File: src/rtl/video_timing_driver.sv
// video_timing_driver: raster counters decoded into HDMI sync/enable and one-cycle-early pixel requests.
module video_timing_driver #(
  parameter logic [10:0] H_SYNC = 11'd40,
  parameter logic [10:0] H_BACK = 11'd220,
  parameter logic [10:0] H_DISP = 11'd1280,
  parameter logic [10:0] H_FRONT = 11'd110,
  parameter logic [10:0] V_SYNC = 11'd5,
  parameter logic [10:0] V_BACK = 11'd20,
  parameter logic [10:0] V_DISP = 11'd720,
  parameter logic [10:0] V_FRONT = 11'd5,
  parameter logic SYNC_POL = 1'b1
) (
  input  logic        pixel_clk,
  input  logic        sys_rst,
  input  logic [23:0] pixel_data,
  output logic [10:0] pixel_xpos,
  output logic [10:0] pixel_ypos,
  output logic        data_req,
  output logic        video_hs,
  output logic        video_vs,
  output logic        video_de,
  output logic [23:0] video_rgb,
  output logic        frame_start
);
  localparam logic [10:0] H_SB = H_SYNC + H_BACK;
  localparam logic [10:0] H_SBD = H_SB + H_DISP;
  localparam logic [10:0] H_TOTAL = H_SBD + H_FRONT;
  localparam logic [10:0] H_REQ = H_SB - 11'd1;
  localparam logic [10:0] V_SB = V_SYNC + V_BACK;
  localparam logic [10:0] V_SBD = V_SB + V_DISP;
  localparam logic [10:0] V_TOTAL = V_SBD + V_FRONT;
  localparam logic [1:0] ST_SYNC = 2'd0;
  localparam logic [1:0] ST_BACK = 2'd1;
  localparam logic [1:0] ST_ACTIVE = 2'd2;
  localparam logic [1:0] ST_FRONT = 2'd3;

  logic [10:0] h_cnt, v_cnt;
  logic [1:0] h_st, v_st;
  logic h_end;

  always_ff @(posedge pixel_clk)
    if (sys_rst) begin
      h_cnt <= 11'd0;
      v_cnt <= 11'd0;
    end else begin
      h_cnt <= h_end ? 11'd0 : h_cnt + 11'd1;
      if (h_end) v_cnt <= (v_cnt == V_TOTAL - 11'd1) ? 11'd0 : v_cnt + 11'd1;
    end

  // Requests lead video_de by one cycle to cover the display block's output register.
  always_comb begin
    h_end = h_cnt == H_TOTAL - 11'd1;
    h_st = h_cnt < H_SYNC ? ST_SYNC : h_cnt < H_SB ? ST_BACK : h_cnt < H_SBD ? ST_ACTIVE : ST_FRONT;
    v_st = v_cnt < V_SYNC ? ST_SYNC : v_cnt < V_SB ? ST_BACK : v_cnt < V_SBD ? ST_ACTIVE : ST_FRONT;
    video_hs = (!sys_rst && h_st == ST_SYNC) ? SYNC_POL : ~SYNC_POL;
    video_vs = (!sys_rst && v_st == ST_SYNC) ? SYNC_POL : ~SYNC_POL;
    video_de = !sys_rst && h_st == ST_ACTIVE && v_st == ST_ACTIVE;
    data_req = !sys_rst && v_st == ST_ACTIVE && h_cnt >= H_REQ && h_cnt < H_SBD - 11'd1;
    pixel_xpos = data_req ? h_cnt - H_REQ : 11'd0;
    pixel_ypos = data_req ? v_cnt - V_SB : 11'd0;
    video_rgb = video_de ? pixel_data : 24'd0;
    frame_start = !sys_rst && h_cnt == 11'd0 && v_cnt == 11'd0;
  end
endmodule

File: config.mk
export PLATFORM = sky130hd
export DESIGN_NAME = video_timing_driver
export DESIGN_NICKNAME = d
export VERILOG_FILES = /design/src/rtl/video_timing_driver.sv
export SDC_FILE = /design/constraint.sdc
export NUM_CORES = 1
export LEC_CHECK = 0
export ABC_AREA = 0
export ABC_CLOCK_PERIOD_IN_PS = 2500
export CORE_ASPECT_RATIO = 0.7
export CORE_MARGIN = 2
export CORE_UTILIZATION = 44
export CTS_CLUSTER_SIZE = 12
export DETAILED_ROUTE_END_ITERATION = 7
export PLACE_DENSITY = 0.8
export SLEW_MARGIN = 20
export SYNTH_ARGS = -nofsm -noshare
export SYNTH_HDL_FRONTEND = slang
export SYNTH_SLANG_ARGS = --single-unit
File: constraint.sdc
create_clock -name pixel_clk -period 2.5 [get_ports pixel_clk]
set_input_delay 0.25 -clock pixel_clk [delete_from_list [all_inputs] [get_ports pixel_clk]]
set_output_delay 0.25 -clock pixel_clk [all_outputs]
set_load 0.01 [all_outputs]
* Yosys cells after proc, flatten, opt, wreduce, memory -nomap -nowiden
Cells that the tools add are included.
Operators by class: reduce and logical (&&, ||, !) cells 15, add/subtract/negate cells 4, equality and inequality tests 4, mux-type cells 12, order comparisons 8
Operator list (count):
- 2-to-1 mux 11 bit | 3
- 2-to-1 mux 24 bit | 1
- adder 11 x 1 -> 11 bit, second input constant | 2
- logical NOT 11 bit | 2
- < comparator 11 bit, second input constant | 2
- equality test 11 x 10 -> 1 bit, second input constant | 1
- equality test 11 bit, second input constant | 1
- >= comparator 11 x 9 -> 1 bit, second input constant | 1
- < comparator 11 x 10 -> 1 bit, second input constant | 1
- < comparator 11 x 3 -> 1 bit, second input constant | 1
- < comparator 11 x 5 -> 1 bit, second input constant | 1
- < comparator 11 x 6 -> 1 bit, second input constant | 1
- < comparator 11 x 9 -> 1 bit, second input constant | 1
- subtractor 11 x 5 -> 11 bit, second input constant | 1
- subtractor 11 x 9 -> 11 bit, second input constant | 1
- logical AND 1 bit | 9
- 2-to-1 mux 2 bit | 4
- equality test 2 bit, second input constant | 2
- logical NOT 2 bit | 2
- 2-to-1 mux 1 bit | 4
- OR reduction 2 bit | 1
- logical NOT 1 bit | 1
Word-level totals: word-level logic and storage cells 45, bits in registers 22, input bits 26, output and inout bits 51

* Logic depth before layout (Yosys ltp)
word-level depth 9, gate-level depth with buffers 7, depth with buffers taken out 6

* Worst setup path after synthesis
Ideal clock, no wire load.
kind register to output, start register h_cnt[4], end output pixel_xpos[3], arrival time 2.044 ns, buffers on the path 3, slack 0.206 ns, cell stages (with the launch flop) 8, data required time 2.250 ns, path through dfxtp_1 buf_2 or4_1 clkbuf_1 o311ai_1 o31ai_2 buf_2 nor4_1
On the way: longest elaborated chain between the ends 4, elaborated cells between the ends (all ways) 5, classes of those cells 2 x order compare; 1 x mux; 2 x reduce/logical
RTL lines:
- start: declaration | RTL line 37 | logic [10:0] h_cnt, v_cnt;
- start signal: assignment | RTL line 46 | h_cnt <= h_end ? 11'd0 : h_cnt + 11'd1;
- >= comparator 11 x 9 -> 1 bit | RTL line 58 | data_req = !sys_rst && v_st == ST_ACTIVE && h_cnt >= H_REQ && h_cnt < H_SBD - 11'd1;
- logical AND 1 bit | RTL line 58
- logical AND 1 bit (*) | RTL line 58
- 2-to-1 mux 11 bit (*) | RTL line 59 | pixel_xpos = data_req ? h_cnt - H_REQ : 11'd0;
- end: declaration | RTL line 16 | output logic [10:0] pixel_xpos,
Mark *: on every way between the ends. The rest lies on a longest branch, timed or not.

* Worst setup path after layout
start register h_cnt[3], end output pixel_xpos[5]
On the way: longest elaborated chain between the ends 4, elaborated cells between the ends (all ways) 6, classes of those cells 1 x add/sub; 2 x order compare; 1 x mux; 2 x reduce/logical
RTL lines (RTL line):
- >= comparator 11 x 9 -> 1 bit | 58
- logical AND 1 bit (2 in a row) | 58
- 2-to-1 mux 11 bit (*) | 59
Marked as above.

==> results.txt <==
The synthesized cell area is 0.002105 mm². After clock tree synthesis, the clock-pin slew on the worst setup and hold paths is 0.09 ns. The setup slack at placement is -0.3322 ns. The setup slack on the worst flop-to-flop path came out at 0.10 ns. The TritonCTS buffer count came out at 3. The first global-routing pass estimated 11,250 µm of wire.

The source of the worst hold timing path is v_cnt[8]$_SDFFE_PP0P_. The die footprint is 0.005361 mm². The pin count of the biggest net entering global routing is 49. The aggregate global routing overflow came out at 0.

The final worst clock skew came out at 0.001742 ns. After detailed routing, the average wire length per cell comes to 16.75 µm. Setup repair after global routing could not meet its margin everywhere. For the worst setup path, the data required time is 2.25 ns.

Clock latency on the worst-skew pair, taken at its later pin, is 0.26 ns. In this run, the number of DRC markers left after iteration 0 of detailed routing was 234. The setup violation total in the final timing report is 28. The x dimension of the die came out at 86.66 µm. The total number of clock tree sinks is 22. The number of vias per cell after detailed routing came out at 5.917. For the finished layout, the period the worst path requires is 2.583 ns. The final reports fail on setup timing. In the finished design, the share of the clock period the worst path needs comes to 103.3%. The die is 61.87 µm tall. In this run the number of H-tree levels came out at 1. During synthesis, Yosys emitted a total of 0 warnings. The count of pins over their slew limit came out at 0.

The largest area contributor in the netlist is dfxtp_1. Following the worst setup path forward leads to its endpoint at pixel_xpos[5]. Headroom to the max-slew limit came out at 47.08%.

The number of nets in the final layout is 433. The wire length after detailed routing came out at 7639 µm. The share of cells above drive strength 1 came out at 35.09%. The final weighted congestion in routability-driven placement is 0.9740. The via count came out at 2,698. The netlist uses 43 different library cells. The effective utilization at floorplan is 44.75%.

In the synthesized netlist, the cells that appear most often are nor4_1, inv_1, clkbuf_1. The tool flagged a number of max-cap violations equal to 0. The number of iterations in the first detailed-routing pass is 5. The slew at the pin with the worst max-slew slack is 0.7928 ns. The maximum fanout along the worst path came out at 7. The most instantiated library cell after synthesis is nor4_1. For this run, asynchronously set or reset flops after synthesis account for 0%.

The cell at the root of the clock tree is clkbuf_8. The average instance in the mapped netlist occupies 6.923 µm². The site row count came out at 21. The setup total negative slack came out at -1.526 ns. Synthesis handed over a netlist of 304 instances. The net count after synthesis came out at 337.

The placeable core area is 0.004703 mm². The category of the critical setup timing path is register to primary output. The worst hold-check path type is register to register.

The count of flip-flops with a built-in enable after synthesis is 0. The quantity of hold-fixing buffers added after cts came out at 0. By area the synthesized netlist is led by dfxtp_1, nor4_1, xnor2_1, inv_1, clkbuf_1. STA classifies the critical path endpoint as a primary output. The sequential share of the synthesized area came out at 20.93%. TritonCTS built the clock tree.

The startpoint identified for the worst register-to-register timing path is h_cnt[9]$_SDFF_PP0_. The total global-route track usage came out at 26.91%. The remaining antenna violation count after routing is 0. IR analysis of the VDD net gives a maximum drop of 0.2023 mV. The number of input and output port buffers inserted is 76.

The layout overhead on the synthesized area is 58.62%. The via count of the first global-routing pass came out at 2,277. The post-synthesis register bit count came out at 22. The most used flip-flop cell after synthesis is dfxtp_1. The detailed placement HPWL came out at 5172 µm.

The data arrival time of the critical path came out at 2.33 ns. The capturing point of the worst reg2reg path is v_cnt[9]$_SDFFE_PP0P_. The repair_antennas step left the layout with diodes totalling 0. Dividing total power by cell area gives a power density of 248.9 mW/mm². In this run the static leakage power is 1.414 nW. Derived from the worst setup path, the maximum achievable clock frequency is 387.2 MHz.

The flow ran to the end, but the final reports show violations. STA classifies the critical path startpoint as a register. Summed over its instances, the top area cell type makes up 20.93% of the synthesized netlist area. The final hold violation count came out at 0.

The smallest setup slack after layout came out at -0.08271 ns. For this run, design rule violations remaining after detail routing come to 0. The most critical setup path has its startpoint at h_cnt[3]$_SDFF_PP0_.

The depth of the worst register-to-register path came out at 4. The number of antenna violations at the first check in global routing is 0. The longest clock path from root to sink contains 2 buffers.

For this design the top-level I/O count stands at 77.
==> timing repair <==
item	CTS	global route
gates cloned	2	0
gates resized for setup	262	19
pin swaps	8	7
buffers inserted	7	0
endpoints found under the setup margin	49	47
==> worst min path at each step <==
stage / cells after the start / end / slack, ns
2_1_floorplan: 1 / v_cnt[0]$_SDFFE_PP0P_ / 0.32
3_3_place_gp: 2 / v_cnt[8]$_SDFFE_PP0P_ / 0.51
3_5_place_dp: 2 / v_cnt[8]$_SDFFE_PP0P_ / 0.53
4_1_cts: 2 / v_cnt[8]$_SDFFE_PP0P_ / 0.55
5_1_grt: 2 / v_cnt[7]$_SDFFE_PP0P_ / 0.61
6_report: 2 / v_cnt[8]$_SDFFE_PP0P_ / 0.56
==> worst max-delay path, cell delays in order, from the launching register on <==
cell and delay, ns:
dfxtp_2 0.33, or4_4 0.58, buf_6 0.14, o31a_1 0.32, o31ai_4 0.19, buf_6 0.16
buf_8 0.13, nor4_2 0.06, buf_2 0.16
==> sequential cells by signal (all words and copies together), names as in the netlist <==
| register | cells |
|---|---|
| v_cnt | 11 |
| h_cnt | 11 |
==> cell type report <==
type,count,area (µm²)
inverter,31,116.4
timing repair buffer,124,962.2
clock inverter,1,30.03
tap,57,71.32
fill,354,1365
clock buffer,3,41.29
sequential,22,442.9
multi-input combinational,218,1674
==> logic make-up (layout without fill, tap and decap cells) <==
| logic type | after synthesis | after routing | share of synthesized area [%] |
|---|---|---|---|
| xor+xnor | 29 | 29 | 12.07 |
| flops | 22 | 22 | 20.93 |
| fa+ha+maj | 7 | 7 | 4.162 |
| mux | 1 | 1 | 0.4756 |
| buf+inv | 65 | 159 | 12.54 |
| simple gates | 147 | 147 | 40.01 |
| compound gates | 33 | 34 | 9.810 |
==> power breakdown <==
part | total, mW | internal [mW] | switching, mW
Combinational | 0.135 | 0.0743 | 0.0603
Sequential | 0.360 | 0.354 | 0.00581
Clock | 0.336 | 0.214 | 0.122
Total | 0.831 | 0.642 | 0.188
==> metal layers <==
| layer | part of all wire [%] | up-vias | track usage [%] |
|---|---|---|---|
| met4 | 1.7 | 0 | 7.366 |
| met2 | 45 | 136 | 44.95 |
| met5 | 0 | - | 0 |
| met1 | 43 | 1263 | 36.59 |
| li1 | - | 1283 | - |
| met3 | 9.9 | 16 | 4.756 |
==> metrics by stage <==
step	cells	hold WS (ns)	total power, mW	instance area (µm²)	utilization, %
after floorplan	304	0.3191	0.4208	2105	-
after global placement	444	0.5149	0.4890	3141	66.77
after detailed placement	444	0.5349	0.4914	3141	66.77
after CTS	457	0.5544	0.8265	3251	69.11
after global routing	456	0.6075	0.8537	3338	70.98
final	456	0.5598	0.8308	3338	70.98
==> placed cells by master (no fill, tap or decap), types with 2 or more instances in the layout <==
cell / instances
nor3_1: 7
clkdlybuf4s50_1: 27
nor4b_1: 2
buf_12: 3
nor4_2: 24
nand3_1: 15
clkbuf_8: 3
nor3_2: 2
dlygate4sd2_1: 2
buf_2: 47
nor4_1: 24
buf_8: 2
nand4_1: 6
dfxtp_2: 2
or4_1: 2
nand2b_1: 3
o21ai_0: 9
buf_6: 7
nor3b_1: 2
or3_1: 6
xnor2_1: 20
buf_4: 36
xor2_1: 9
and3_1: 3
a21oi_1: 11
nor2_1: 24
ha_1: 7
nand2_1: 12
nor4_4: 2
nand4b_1: 2
dfxtp_1: 20
o31ai_4: 3
a31oi_1: 3
inv_1: 31
and4b_1: 2
or4_4: 2
Note: power is estimated with default switching activity, not from simulation.
==> RTL edit 1, RTL diff (same settings) <==
Change the parameter `H_BACK` from 11'd220 to 11'd165.
--- a/src/rtl/video_timing_driver.sv
+++ b/src/rtl/video_timing_driver.sv
@@ -2,5 +2,5 @@
 module video_timing_driver #(
   parameter logic [10:0] H_SYNC = 11'd40,
-  parameter logic [10:0] H_BACK = 11'd220,
+  parameter logic [10:0] H_BACK = 11'd165,
   parameter logic [10:0] H_DISP = 11'd1280,
   parameter logic [10:0] H_FRONT = 11'd110,
Behaviour: same outputs for any inputs over 10 cycles, from zero or initial values and one cycle with sys_rst high; that may be too few to reach the edited logic, so the function may still have changed.
==> RTL edit 1 against the original RTL <==
Power down 2.7%. Sequential share of layout area up 0.27 points. Design area down 1.7%. Largest cell class unchanged. Worst setup slack improved by 0.11 ns. Non-clock buffer count shrank 4. Count of clock-buffer cells in the layout unchanged. Synthesized area rose by 3.4%. Worst hold slack improved by 0.022 ns. Sequential cell count did not move. Wire length is 4.1% lower.
==> RTL edit 1: results (changes against the original RTL) <==
- **vias in the first global route** 2331, +2.4%
- **status** completed
- **combined buffer and inverter count along the critical path** 2, -2
- **NetSw** 180 uW, -4.3%
- **post-layout net count** 430, -0.69%
- **peak ir drop on the vdd network** 0.221 mV, +9.3%
- **biggest registers after layout** h_cnt x11, v_cnt x11
- **delay of the slowest cell on the worst path** 0.34 ns, -0.24 ns
- **Tightest Pin Transition** 0.457 ns, -0.335 ns
- **iteration-0 DRC count of the detailed router** 142, -39%
- **ys flop type** sky130_fd_sc_hd__dfxtp_1
- **leading post-synthesis cells by cell area** sky130_fd_sc_hd__dfxtp_1, sky130_fd_sc_hd__nor3_2, sky130_fd_sc_hd__xnor2_1
- **cell type of the slowest stage on the worst timing path** sky130_fd_sc_hd__dfxtp_1
- **largest net degree at the start of global routing** 26, -47%
- **Clock H-tree levels** 1, unchanged
- **Fin Clk Skew** 0.0135 ns, +0.0117 ns
- **total of warnings raised by yosys** 0, unchanged
- **layout filler cell count** 401, +13%
- **share of async-settable or async-resettable flops after synthesis** 0%, unchanged
- **global-route wire length before repair** 11.4 mm, +1.5%
- **largest buffer count on any clock path** 2, unchanged
- **crit-path leading delay family** compound AO/OA/AOI/OAI gates
- **cts bufs inserted** 3, unchanged
- **fraction of the yosys area taken by sequential cells** 20.2%, -0.70 points
- **ratio of cells with drive above 1 in the final layout** 31.0%, -4.0 points
- **number of search-and-repair iterations in the first detailed-routing pass** 4, -1
- **post-detailed-route via-to-cell ratio** 5.39, -8.9%
- **Cell variety after synth** 48, +12%
- **count of input and output buffers** 76, unchanged
- **routability congestion estimate** 1.01, +3.3%
- **Pleak** 0.00145 uW, +2.4%
- **clock transition at the registers of the reported paths** 0.09 ns, about the same
- **net count after synthesis** 332, -1.5%
- **most frequent cells after synthesis** sky130_fd_sc_hd__inv_1, sky130_fd_sc_hd__nor3_1, sky130_fd_sc_hd__nor2_1
- **CP Data Arrival Time** 2.22 ns, -0.11 ns
- **placed wire-length estimate** 5.32 mm, +2.8%
- **average detailed-routed wire length per instance** 15.9 um, -5.3%
- **antenna diode count** 0, unchanged
- **Worst Path Max Fanout** 20, +13
- **GRT Total Usage** 26.0%, -0.93 points
- **number of antenna violations at the first check in global routing** 0, unchanged
[RTL edit 1: changes by cell type after synthesis, moves of 3 or more]
cell,unedited run,this run
sky130_fd_sc_hd__clkbuf_1,25,8
sky130_fd_sc_hd__nand2_1,12,17
sky130_fd_sc_hd__nor4_1,50,7
sky130_fd_sc_hd__ha_1,7,10
sky130_fd_sc_hd__nor3_1,9,32
sky130_fd_sc_hd__nand3_1,15,10
sky130_fd_sc_hd__inv_1,31,35
sky130_fd_sc_hd__nor3_2,0,18
sky130_fd_sc_hd__nor4b_1,3,0
sky130_fd_sc_hd__buf_2,7,11
sky130_fd_sc_hd__buf_6,1,5
sky130_fd_sc_hd__o21ai_0,9,4
[RTL edit 1: power by group through the flow]
stage	sequential [uW]	combinational, uW	clock, uW
final	357	109	342
after global routing	357	118	361
after detailed placement	364	106	0
after global placement	364	105	0
after floorplan	367	38.0	0
after CTS	356	107	346
[RTL edit 1: metrics by stage]
stage,hold WS (ns),setup WS [ns],area [um^2],utilization (%),std cells
floorplan,0.319,0.448,2180,-,296
global placement,0.532,-0.317,3180,66.5,452
detailed placement,0.547,-0.268,3180,66.5,452
CTS,0.562,-0.0369,3300,69.0,460
global route,0.606,-0.0374,3280,68.6,462
finish,0.582,0.0294,3280,68.6,462
[RTL edit 1: worst paths after layout]
kind	cells past startpoint	start	slack, ns	end
worst max-delay path	6	v_cnt[2]	0.03	pixel_xpos[1]
worst min-delay path	2	v_cnt[7]	0.58	v_cnt[7]
worst max register to register	7	h_cnt[0]	0.24	v_cnt[7]
worst min register to register	2	v_cnt[7]	0.58	v_cnt[7]
[RTL edit 1: cell families after synthesis]
| logic type | after synthesis | synth area share, % |
|---|---|---|
| buffers and inverters | 62 | 13.2 |
| adders and majority gates | 10 | 5.75 |
| DFF | 22 | 20.2 |
| AOI/OAI and AO/OA | 34 | 11.1 |
| xor gates and xnor gates | 27 | 10.9 |
| and+or+nand+nor | 141 | 38.8 |
[RTL edit 1: repair_timing]
item,in CTS,in global routing
hold buffers,0,0
gates resized for setup,88,64
buffers inserted,3,1
endpoints found under the setup margin,49,34
pin swaps,2,4
cloned,1,1
[RTL edit 1: layer usage]
metal | share of wire (%) | vias to the layer above | global-route usage, %
met5 | 0 | - | 0
met4 | 1.2 | 0 | 7.58
met3 | 7.3 | 9 | 3.57
met2 | 46 | 87 | 42.6
met1 | 45 | 1188 | 35.4
li1 | - | 1207 | -
[RTL edit 1: final cells by class]
type	instances	area [um^2]	share of cell area, %
Timing Repair Buffer	120	988	30.1
Clock inverter	1	30.0	0.915
Clock buffer	3	41.3	1.26
Inverter	35	131	4.00
Tap cell	69	86.3	2.63
Multi-Input combinational cell	212	1560	47.5
Sequential cell	22	444	13.5
==> RTL edit 2, RTL diff (same settings) <==
Without the edit above. Make the reset (`sys_rst`) asynchronous in one clocked block.
--- a/src/rtl/video_timing_driver.sv
+++ b/src/rtl/video_timing_driver.sv
@@ -39,5 +39,5 @@
   logic h_end;
 
-  always_ff @(posedge pixel_clk)
+  always_ff @(posedge pixel_clk or posedge sys_rst)
     if (sys_rst) begin
       h_cnt <= 11'd0;
Function: same outputs for any inputs over 10 cycles, from zero or initial values and one cycle with sys_rst high; that may be too few to reach the edited logic, so the function may still have changed.
==> RTL edit 2 against the original RTL <==
Worst setup slack better by 0.13 ns. Design area is 4.0% lower. Wire length is 7.4% lower. Sequential cell count stayed put. Count of clock-buffer cells in the layout stayed put. Non-clock buffer count is 10 lower. Synthesized area is 3.0% lower. Fmax is 5.3% higher. Register-to-register slack better by 0.36 ns.
Power is not compared: it rests on default switching activity, and its combinational part moved more than twofold at a synthesized area within 25%.
==> RTL edit 2: results (changes against the original RTL) <==
- **status** completed
- **Cell variety after synth** 41, -4.7%
- **global-route wire length before repair** 11.3 mm, +0.18%
- **peak ir drop on the vdd network** 0.315 mV
- **count of input and output buffers** 76, unchanged
- **GRT Total Usage** 28.0%, +1.1 points
- **CTS resizes** 84, -68%
- **clk cell area share** 2.23%, +0.089 points
- **Adder-Cell Fraction of Synth Area** 4.29%, +0.13 points
- **met1 Track Usage GR** 37.5%, +0.87 points
- **placed wire-length estimate** 4.61 mm, -11%
- **post-layout net count** 396, -8.5%
- **Fin Clk Skew** 0.00966 ns, +0.00792 ns
- **Final non-clock buffer share** 31.3%, +2.5 points
- **multi-input gates** 210, -3.7%
- **clock transition at the registers of the reported paths** 0.09 ns, about the same
- **met2 track utilization from global routing** 49.6%, +4.6 points
- **instance area after placement** 0.00297 mm^2, -5.5%
- **routability congestion estimate** 0.885, -9.2%
- **Worst Path Max Fanout** 6, -1
- **multiplexer area fraction after synthesis** 0%, -0.48 points
- **worst hold-check path type** reg -> reg
- **Non-CTS inverters** 12, -61%
- **worst relative slew slack** 42.3%, -4.8 points
- **num sequential** 22, unchanged
- **total routed wire length on the met1 layer** 3.07 mm, -7.4%
- **area grow syn2layout** 56.9%
- **largest net degree at the start of global routing** 23, -53%
- **net count after synthesis** 296, -12%
- **post-synthesis xor/xnor area fraction** 9.87%, -2.2 points
- **CP Data Arrival Time** 2.20 ns, -0.13 ns
- **met3 global-route usage** 5.17%, +0.41 points
- **number of search-and-repair iterations in the first detailed-routing pass** 6, +1
- **DR vias** 2342, -13%
- **number of signal-net buffers in the layout** 114, -8.1%
- **number of antenna violations at the first check in global routing** 0, unchanged
- **fraction of the yosys area taken by sequential cells** 27.0%, +6.0 points
- **metal2 WL** 3.30 mm, -4.2%
- **leading post-synthesis cells by cell area** sky130_fd_sc_hd__dfrtp_1, sky130_fd_sc_hd__and2_4, sky130_fd_sc_hd__nor2_1
- **multi-input gate area in the final layout** 0.00146 mm^2, -13%
- **root buffer cell** sky130_fd_sc_hd__clkbuf_8
- **vias in the first global route** 2247, -1.3%
- **area of all sequential standard cells** 558 um^2, +26%
- **most frequent cells after synthesis** sky130_fd_sc_hd__nor2_1, sky130_fd_sc_hd__dfrtp_1, sky130_fd_sc_hd__and2_4, sky130_fd_sc_hd__nand2_1, sky130_fd_sc_hd__o21ai_0
- **layout filler cell count** 332, -6.2%
- **share of async-settable or async-resettable flops after synthesis** 100%, +100 points
- **ratio of cells with drive above 1 in the final layout** 28.7%, -6.4 points
- **ys flop type** sky130_fd_sc_hd__dfrtp_1
- **delay of the slowest cell on the worst path** 0.55 ns, -0.03 ns
- **Clock H-tree levels** 1, unchanged
- **synthesized area per cell** 7.76 um^2, +12%
- **wire length on met3** 587 um, -22%
- **antenna diode count** 0, unchanged
- **iteration-0 DRC count of the detailed router** 356, +52%
- **largest buffer count on any clock path** 2, unchanged
- **CLK BUF** 3, unchanged
- **Pleak** 0.00150 uW
- **final routed wirelength across all metal layers** 7.07 mm, -7.4%
- **post-synthesis compound-gate area fraction** 11.0%, +1.2 points
## RTL edit 2: where the power goes
group / leakage [uW] / switching, uW / internal, uW
clock network: 0.0000357 / 127 / 214
registers: 0.000284 / 0 / 355
logic: 0.00118 / 17.7 / 38.9
## RTL edit 2: final timing paths
path / startpoint / endpoint / slack (ns) / cells past startpoint
setup / recovery: v_cnt[6] / video_rgb[1] / 0.05 / 7
hold / removal: v_cnt[0] / v_cnt[0] / 0.59 / 1
setup reg to reg: h_cnt[1] / v_cnt[9] / 0.46 / 8
hold reg to reg: v_cnt[0] / v_cnt[0] / 0.59 / 1
max in group asynchronous: sys_rst / v_cnt[2] / 1.26 / 3
min in group asynchronous: sys_rst / v_cnt[4] / 0.63 / 3
## RTL edit 2: per-stage QoR
stage	setup WS (ns)	cells
after floorplan	0.602	263
after global placement	-0.0761	401
after detailed placement	-0.0845	401
after CTS	0.00836	415
after global routing	-0.00106	417
final	0.0477	417
